File: src/rtl/sweep_scheduler_if.sv
// Bundles the sweep configuration inputs, the DDS-loader req/ack handshake and the status outputs.
// With SWEEP_HOLD_EN defined the bundle also carries sweep_hold.
interface sweep_scheduler_if;
  logic [19:0] base_freq;
  logic [16:0] sweep_range;
  logic [12:0] sweep_speed;
  logic [1:0]  sweep_mode;
  logic [19:0] cur_freq;
  logic        upd_req;
  logic        upd_ack;
  logic        sweep_active;
  logic        sweep_dir;
`ifdef SWEEP_HOLD_EN
  logic        sweep_hold;
`endif

  modport master (
    input  base_freq, sweep_range, sweep_speed, sweep_mode, upd_ack,
`ifdef SWEEP_HOLD_EN
    input  sweep_hold,
`endif
    output cur_freq, upd_req, sweep_active, sweep_dir
  );

  modport slave (
    output base_freq, sweep_range, sweep_speed, sweep_mode, upd_ack,
`ifdef SWEEP_HOLD_EN
    output sweep_hold,
`endif
    input  cur_freq, upd_req, sweep_active, sweep_dir
  );
endinterface

File: src/rtl/sweep_scheduler.sv
// Advances a sweep position once per ms and publishes it to the DDS loader over req/ack.
// Optional macro SWEEP_HOLD_EN adds sweep_hold, which freezes the ms counter and the position.
module sweep_scheduler #(
  parameter int MS_DIV   = 100000,
  parameter int FREQ_MIN = 1000,
  parameter int FREQ_MAX = 999999
) (
  input  logic                clk,
  input  logic                rst_n,
  sweep_scheduler_if.master   sif
);
  localparam int              CW       = $clog2(MS_DIV + 1);
  localparam logic [CW-1:0]   CNT_LAST = CW'(MS_DIV - 1);
  localparam logic [19:0]     FMIN     = 20'(FREQ_MIN);
  localparam logic [19:0]     FMAX     = 20'(FREQ_MAX);

  typedef enum logic [1:0] {S_IDLE, S_UP, S_DOWN} state_t;

  state_t        state_q, state_d;
  logic [19:0]   pos_q, pos_d;
  logic [CW-1:0] cnt_q, cnt_d;
  logic [19:0]   base_q;
  logic [16:0]   range_q;
  logic [1:0]    mode_q;
  logic [19:0]   cur_q;
  logic          req_q;

  logic          hold;
`ifdef SWEEP_HOLD_EN
  assign hold = sif.sweep_hold;
`else
  assign hold = 1'b0;
`endif

  logic [19:0] lo, hi;
  logic [20:0] hi_sum, up_sum, down_lim;
  logic [19:0] down_val;
  logic        restart, tick, ramp_ok;
  state_t      entry_state;
  logic [19:0] entry_pos;

  always_comb begin
    if (sif.base_freq < FMIN)      lo = FMIN;
    else if (sif.base_freq > FMAX) lo = FMAX;
    else                           lo = sif.base_freq;
  end

  assign hi_sum   = {1'b0, lo} + {4'b0, sif.sweep_range};
  assign hi       = (hi_sum > {1'b0, FMAX}) ? FMAX : hi_sum[19:0];
  assign up_sum   = {1'b0, pos_q} + {8'b0, sif.sweep_speed};
  // pos - speed <= lo is evaluated as pos <= lo + speed so nothing underflows
  assign down_lim = {1'b0, lo} + {8'b0, sif.sweep_speed};
  assign down_val = pos_q - {7'b0, sif.sweep_speed};

  assign restart = (sif.base_freq != base_q) || (sif.sweep_range != range_q) ||
                   (sif.sweep_mode != mode_q);
  assign tick    = !hold && (cnt_q == CNT_LAST);
  assign ramp_ok = (sif.sweep_mode != 2'b00) && (sif.sweep_range != '0) &&
                   (sif.sweep_speed != '0);

  always_comb begin
    entry_state = S_IDLE;
    if (ramp_ok) entry_state = (sif.sweep_mode == 2'b10) ? S_DOWN : S_UP;
    entry_pos = (entry_state == S_DOWN) ? hi : lo;
  end

  always_comb begin
    state_d = state_q;
    pos_d   = pos_q;
    if (hold)      cnt_d = cnt_q;
    else if (tick) cnt_d = '0;
    else           cnt_d = cnt_q + 1'b1;

    // restart takes priority: a coincident tick is dropped
    if (restart) begin
      cnt_d   = '0;
      state_d = entry_state;
      pos_d   = entry_pos;
    end else begin
      case (state_q)
        S_IDLE: begin
          pos_d = lo;
          if (ramp_ok) begin
            state_d = entry_state;
            pos_d   = entry_pos;
          end
        end
        S_UP: begin
          if (!ramp_ok) begin
            state_d = S_IDLE;
            pos_d   = lo;
          end else if (tick) begin
            if (up_sum >= {1'b0, hi}) begin
              if (sif.sweep_mode == 2'b11) begin
                pos_d   = hi;
                state_d = S_DOWN;
              end else begin
                pos_d = lo;
              end
            end else begin
              pos_d = up_sum[19:0];
            end
          end
        end
        S_DOWN: begin
          if (!ramp_ok) begin
            state_d = S_IDLE;
            pos_d   = lo;
          end else if (tick) begin
            if ({1'b0, pos_q} <= down_lim) begin
              if (sif.sweep_mode == 2'b11) begin
                pos_d   = lo;
                state_d = S_UP;
              end else begin
                pos_d = hi;
              end
            end else begin
              pos_d = down_val;
            end
          end
        end
        default: begin
          state_d = S_IDLE;
          pos_d   = lo;
        end
      endcase
    end
  end

  always_ff @(posedge clk or negedge rst_n) begin
    if (!rst_n) begin
      state_q <= S_IDLE;
      pos_q   <= FMIN;
      cnt_q   <= '0;
      base_q  <= '0;
      range_q <= '0;
      mode_q  <= '0;
    end else begin
      state_q <= state_d;
      pos_q   <= pos_d;
      cnt_q   <= cnt_d;
      if (restart) begin
        base_q  <= sif.base_freq;
        range_q <= sif.sweep_range;
        mode_q  <= sif.sweep_mode;
      end
    end
  end

  // Only the latest pos is loaded once the loader frees the slot; skipped values are dropped.
  always_ff @(posedge clk or negedge rst_n) begin
    if (!rst_n) begin
      cur_q <= FMIN;
      req_q <= 1'b0;
    end else if (req_q) begin
      if (sif.upd_ack) req_q <= 1'b0;
    end else if (pos_q != cur_q) begin
      cur_q <= pos_q;
      req_q <= 1'b1;
    end
  end

  assign sif.cur_freq     = cur_q;
  assign sif.upd_req      = req_q;
  assign sif.sweep_active = (state_q != S_IDLE);
  assign sif.sweep_dir    = (state_q != S_DOWN);
endmodule

File: src/flat_wrapper.sv
// flat-port wrapper written by rule: the top's interface ports become plain ports
module sweep_scheduler_flat 
#(
  parameter int MS_DIV   = 100000,
  parameter int FREQ_MIN = 1000,
  parameter int FREQ_MAX = 999999
)
  (clk, rst_n, sif_base_freq, sif_sweep_range, sif_sweep_speed, sif_sweep_mode, sif_upd_ack, sif_cur_freq, sif_upd_req, sif_sweep_active, sif_sweep_dir);
  sweep_scheduler_if sif_i ();
  input  logic clk;
  input  logic rst_n;
  input wire logic [$bits(sif_i.base_freq)-1:0] sif_base_freq;
  input wire logic [$bits(sif_i.sweep_range)-1:0] sif_sweep_range;
  input wire logic [$bits(sif_i.sweep_speed)-1:0] sif_sweep_speed;
  input wire logic [$bits(sif_i.sweep_mode)-1:0] sif_sweep_mode;
  input wire logic [$bits(sif_i.upd_ack)-1:0] sif_upd_ack;
  output wire logic [$bits(sif_i.cur_freq)-1:0] sif_cur_freq;
  output wire logic [$bits(sif_i.upd_req)-1:0] sif_upd_req;
  output wire logic [$bits(sif_i.sweep_active)-1:0] sif_sweep_active;
  output wire logic [$bits(sif_i.sweep_dir)-1:0] sif_sweep_dir;
  assign sif_i.base_freq = sif_base_freq;
  assign sif_i.sweep_range = sif_sweep_range;
  assign sif_i.sweep_speed = sif_sweep_speed;
  assign sif_i.sweep_mode = sif_sweep_mode;
  assign sif_i.upd_ack = sif_upd_ack;
  assign sif_cur_freq = sif_i.cur_freq;
  assign sif_upd_req = sif_i.upd_req;
  assign sif_sweep_active = sif_i.sweep_active;
  assign sif_sweep_dir = sif_i.sweep_dir;
  sweep_scheduler #(.MS_DIV(MS_DIV), .FREQ_MIN(FREQ_MIN), .FREQ_MAX(FREQ_MAX)) u_core (.clk(clk), .rst_n(rst_n), .sif(sif_i));
endmodule
File: config.mk
export PLATFORM = sky130hd
export DESIGN_NAME = sweep_scheduler_flat
export DESIGN_NICKNAME = d
export VERILOG_FILES = /design/src/rtl/sweep_scheduler_if.sv /design/src/rtl/sweep_scheduler.sv /design/src/flat_wrapper.sv
export SDC_FILE = /design/constraint.sdc
export NUM_CORES = 1
export LEC_CHECK = 0
export ABC_CLOCK_PERIOD_IN_PS = 4800
export CELL_PAD_IN_SITES_DETAIL_PLACEMENT = 1
export CELL_PAD_IN_SITES_GLOBAL_PLACEMENT = 1
export CORE_MARGIN = 2
export CORE_UTILIZATION = 41
export CTS_CLUSTER_DIAMETER = 200
export DETAILED_ROUTE_END_ITERATION = 7
export MAX_ROUTING_LAYER = met4
export PLACE_DENSITY_LB_ADDON = 0.3
export SLEW_MARGIN = 20
export SYNTH_ARGS = -nofsm -noshare
export SYNTH_HDL_FRONTEND = slang
export SYNTH_SLANG_ARGS = --single-unit
File: constraint.sdc
create_clock -name clk -period 4.8 [get_ports clk]
set_input_delay 0.96 -clock clk [delete_from_list [all_inputs] [get_ports clk]]
set_output_delay 0.96 -clock clk [all_outputs]
set_load 0.02 [all_outputs]
==> impl_results.rst <==
.. list-table::
   :header-rows: 1

   * - Metric
     - Value
   * - Via count of the first global-routing pass
     - about 13000
   * - Height of the die
     - 161 um
   * - Via-to-Cell Ratio
     - ~6.7
   * - Number of distinct standard cells referenced by the synthesized netlist
     - between 70 and 80
   * - Worst Hold End
     - u_core.cnt_q[0]
   * - Number of rows created at floorplan
     - 57
   * - Placer's final routability congestion estimate
     - 1.02
   * - Buffer levels on the longest clock path
     - 2
   * - Die X
     - 161 um
   * - Crit path setup slack, layout
     - -2.68 ns
   * - Overflow left after global routing
     - 0
   * - Placeable core region
     - about 0.024 mm2
   * - Source of the worst register-to-register timing path
     - u_core.pos_q[3]
   * - Fraction of the cycle the final worst path needs
     - 156%
   * - CTS HTree Levels
     - 3
   * - Number of buffers created by CTS
     - 9
   * - Crit path DAT
     - around 8 ns
   * - Number of setup violations in the final report
     - 22
   * - PD cells
     - roughly 350 mW/mm2
   * - Met3 demand-to-capacity share in global routing
     - between 8 and 9%
   * - Worst hold stages
     - 1
   * - Clock slew at the register clock pins of the worst setup and hold paths
     - around 0.09 ns
   * - Number of iterations in the first detailed-routing pass
     - 8
   * - Initial cell density of the core
     - about two fifths
   * - Wirelength, routed
     - 59.7 mm
   * - Failing checks
     - setup timing
   * - Number of I/O port buffers
     - slightly below 80
   * - Period minus WS final
     - approximately 7.5 ns
   * - Synth async-reset ratio
     - 100%
   * - Number of violations of the max-capacitance limit
     - 0
   * - Initial antenna violation count
     - 3
   * - Setup crit start kind
     - input pin
   * - Setup skew after layout
     - 0.0118 ns
   * - Crit path top cell by count
     - buf_6
   * - Worst hold slack
     - 0.499 ns
   * - Terminus of the critical flop-to-flop path
     - u_core.pos_q[6]
   * - Post-synth EDFFs
     - 0
   * - Number of register bits inferred by synthesis
     - slightly below 100
   * - Met1 track demand over resource in global routing
     - 47.4%
   * - Synthesis-to-finish area growth
     - 48.7%
   * - DRC errors left
     - 0
   * - Prevailing post-synth register cell
     - dfrtp_1
   * - Clock tree from TritonCTS
     - built
   * - Average cell area after synthesis
     - 8.14 um2
   * - Sequential area share after synthesis
     - 24.6%
   * - Routed wire length per instance
     - ~31 um
   * - Layer carrying the most global-route usage
     - met2
   * - Remaining number of nets flagged by the antenna check after routing
     - 0
   * - Outcome
     - finished with violations
   * - Clock sink count
     - 99
   * - Worst stage delay on the critical path
     - 0.41 ns
   * - Class of the worst hold path
     - reg -> reg
   * - Capturing element type of the critical path
     - register
   * - Hold violation count in the final report
     - 0
   * - Total nets after synthesis
     - between 1000 and 1500
   * - Worst vdd rail ir drop
     - 0.000200 V
   * - Max-slew headroom
     - 22.8%
   * - Register-to-register setup slack
     - -1.20 ns
   * - Maximum number of pins on one net before global-route repair
     - 61
   * - Post-synthesis cell area
     - 0.0101 mm2
   * - RSZ-0062 raised after global routing
     - true
   * - Worst-Margin Slew
     - 1.15 ns
   * - Full die area
     - 0.0259 mm2
   * - Hold_sp
     - u_core.cnt_q[0]
   * - CP required
     - 5.11 ns
   * - Largest fanout of any net on the critical path
     - 6
   * - Number of buffers and inverters on the critical path
     - 10
   * - Static Leakage
     - 6.74 nW
   * - Root buffer selected by CTS
     - clkbuf_16
   * - Post-Route Setup TNS
     - -56.66 ns
   * - GR Util All Layers
     - 40.9%
   * - Number of DRC markers after the initial detailed-route iteration
     - 1768
   * - Yosys synthesis warning count
     - 0
   * - Highest Clock Rate
     - 134 MHz
   * - Met2 track demand over resource in global routing
     - 65.9%
   * - FF-to-FF path depth
     - 25
   * - Total of hold buffers inserted after clock tree synthesis
     - 0
   * - # IOs
     - ~80
   * - Clock network latency to the later pin of the worst-skew pair
     - 0.39 ns
   * - Highest-delay cell along the critical path
     - a32o_2
   * - Nets
     - 1768
   * - Worst path top cell family by delay
     - compound AO/OA/AOI/OAI gates
   * - Half-perimeter wire length after detailed placement
     - roughly 35 mm
   * - Number of cells produced by synthesis
     - 1243
   * - Type of the setup path with the least slack
     - in -> reg
   * - First-pass GRT wire length
     - 79.1 mm
   * - Total number of vias
     - 13000
   * - Fraction of final layout cells with drive strength greater than 1
     - 35.3%
   * - Number of pins exceeding their max-slew limit in the final report
     - 0
[cell usage in the layout, fill, tap and decap left out, types with 15 or more instances in the layout]
master           count
a21o_1              25
a21oi_1             71
a21oi_2             15
buf_4              351
buf_6               19
clkdlybuf4s50_1     60
dfrtp_1             87
ha_1                82
inv_1               52
mux2_2              21
nand2_1             85
nand2b_1            17
nand3_1             20
nand4_1             20
nor2_1              93
nor2b_1             15
nor3_1              22
nor4_1              23
o21ai_0             56
xnor2_1             63
xor2_1              74
[Yosys cell counts (all sizes together) (4+ instances only)]
library cell / count / area, um2
a211o: 5 / 43.8
a211oi: 15 / 128
a21boi: 8 / 63.8
a21o: 26 / 195
a21oi: 86 / 430
a221o: 7 / 70.1
a221oi: 4 / 41.3
a22oi: 6 / 45.0
a31oi: 18 / 113
a32o: 6 / 60.1
and2: 15 / 93.8
and3: 12 / 75.1
and4: 9 / 78.8
buf: 11 / 66.3
clkbuf: 86 / 324
dfrtp: 87 / 2180
dfstp: 12 / 315
fa: 4 / 80.1
ha: 97 / 1210
inv: 54 / 203
mux2: 22 / 248
nand2: 92 / 348
nand2b: 17 / 106
nand3: 25 / 130
nand4: 20 / 125
nor2: 102 / 383
nor2b: 17 / 106
nor3: 28 / 140
nor4: 29 / 188
o211a: 4 / 40.0
o211ai: 10 / 75.1
o21a: 14 / 105
o21ai: 75 / 375
o21bai: 10 / 75.1
o221ai: 12 / 105
o311ai: 9 / 78.8
o31ai: 6 / 45.0
or3: 6 / 37.5
xnor2: 65 / 569
xor2: 74 / 648
[state kept, by name, indices dropped and copies added, names as in the netlist]
| signal | cells |
|---|---|
| u_core.pos_q | 20 |
| u_core.sif.upd_req | 1 |
| u_core.mode_q | 2 |
| u_core.cnt_q | 17 |
| u_core.base_q | 20 |
| u_core.range_q | 17 |
| u_core.sif.cur_freq | 20 |
| u_core.state_q | 2 |
[routing by layer]
| metal | share of wire (%) | up-vias | routed length [um] |
|---|---|---|---|
| met5 | 0 | - | 0 |
| met4 | 9.1 | 0 | 5430 |
| met3 | 11 | 487 | 6300 |
| met2 | 44 | 1062 | 26500 |
| met1 | 36 | 6284 | 21500 |
| li1 | - | 5209 | - |
[cell type report]
type / count / area, um2
fill: 2802 / 9210
multi-input combinational: 994 / 7880
timing repair buffer: 454 / 3730
sequential: 99 / 2490
tap: 324 / 405
clock buffer: 9 / 225
inverter: 54 / 203
clock inverter: 7 / 93.8
antenna: 3 / 7.51
[per-stage QoR]
step / setup WS (ns) / utilization, % / instance area (um2) / power (W) / cells
floorplan: -1.71 / - / 10300 / 0.00245 / 1243
global placement: -3.10 / 55.6 / 13500 / 0.00355 / 1866
detailed placement: -3.37 / 55.6 / 13500 / 0.00365 / 1866
CTS: -2.05 / 60.4 / 14600 / 0.00474 / 1924
global route: -2.84 / 62.0 / 15000 / 0.00537 / 1944
finish: -2.68 / 62.0 / 15000 / 0.00525 / 1944
[how the worst max path moves through the flow]
| stage | start | endpoint | depth (start not counted) |
|---|---|---|---|
| final | sif_base_freq[6] | u_core.pos_q[6] | 35 |
| after global placement | sif_base_freq[13] | u_core.pos_q[14] | 31 |
| after CTS | sif_base_freq[12] | u_core.pos_q[11] | 33 |
| after global routing | sif_base_freq[6] | u_core.pos_q[6] | 35 |
| after detailed placement | sif_base_freq[13] | u_core.pos_q[8] | 30 |
| after floorplan | sif_base_freq[16] | u_core.pos_q[14] | 29 |
[repair_timing]
item,CTS,global route
hold endpoints to repair,0,0
endpoints found under the setup margin,22,22
gates resized for setup,157,62
gates cloned,1,0
pin swaps,58,32
setup buffers,42,18
[logic make-up after synthesis]
family | Yosys count | share of synthesized area [%]
adder cells (fa/ha/maj) | 101 | 12.8
AND/OR/NAND/NOR | 381 | 18.5
multiplexers | 25 | 2.75
flip-flops | 99 | 24.6
buffers and inverters | 151 | 5.86
AO/OA/AOI/OAI | 347 | 23.4
XOR/XNOR | 139 | 12.0
[report_power, final]
group	internal, W	switching [W]
Combinational	0.00146	0.00181
Sequential	0.000986	0.000154
Clock	0.000378	0.000458
Note: power is estimated with default switching activity, not from simulation.
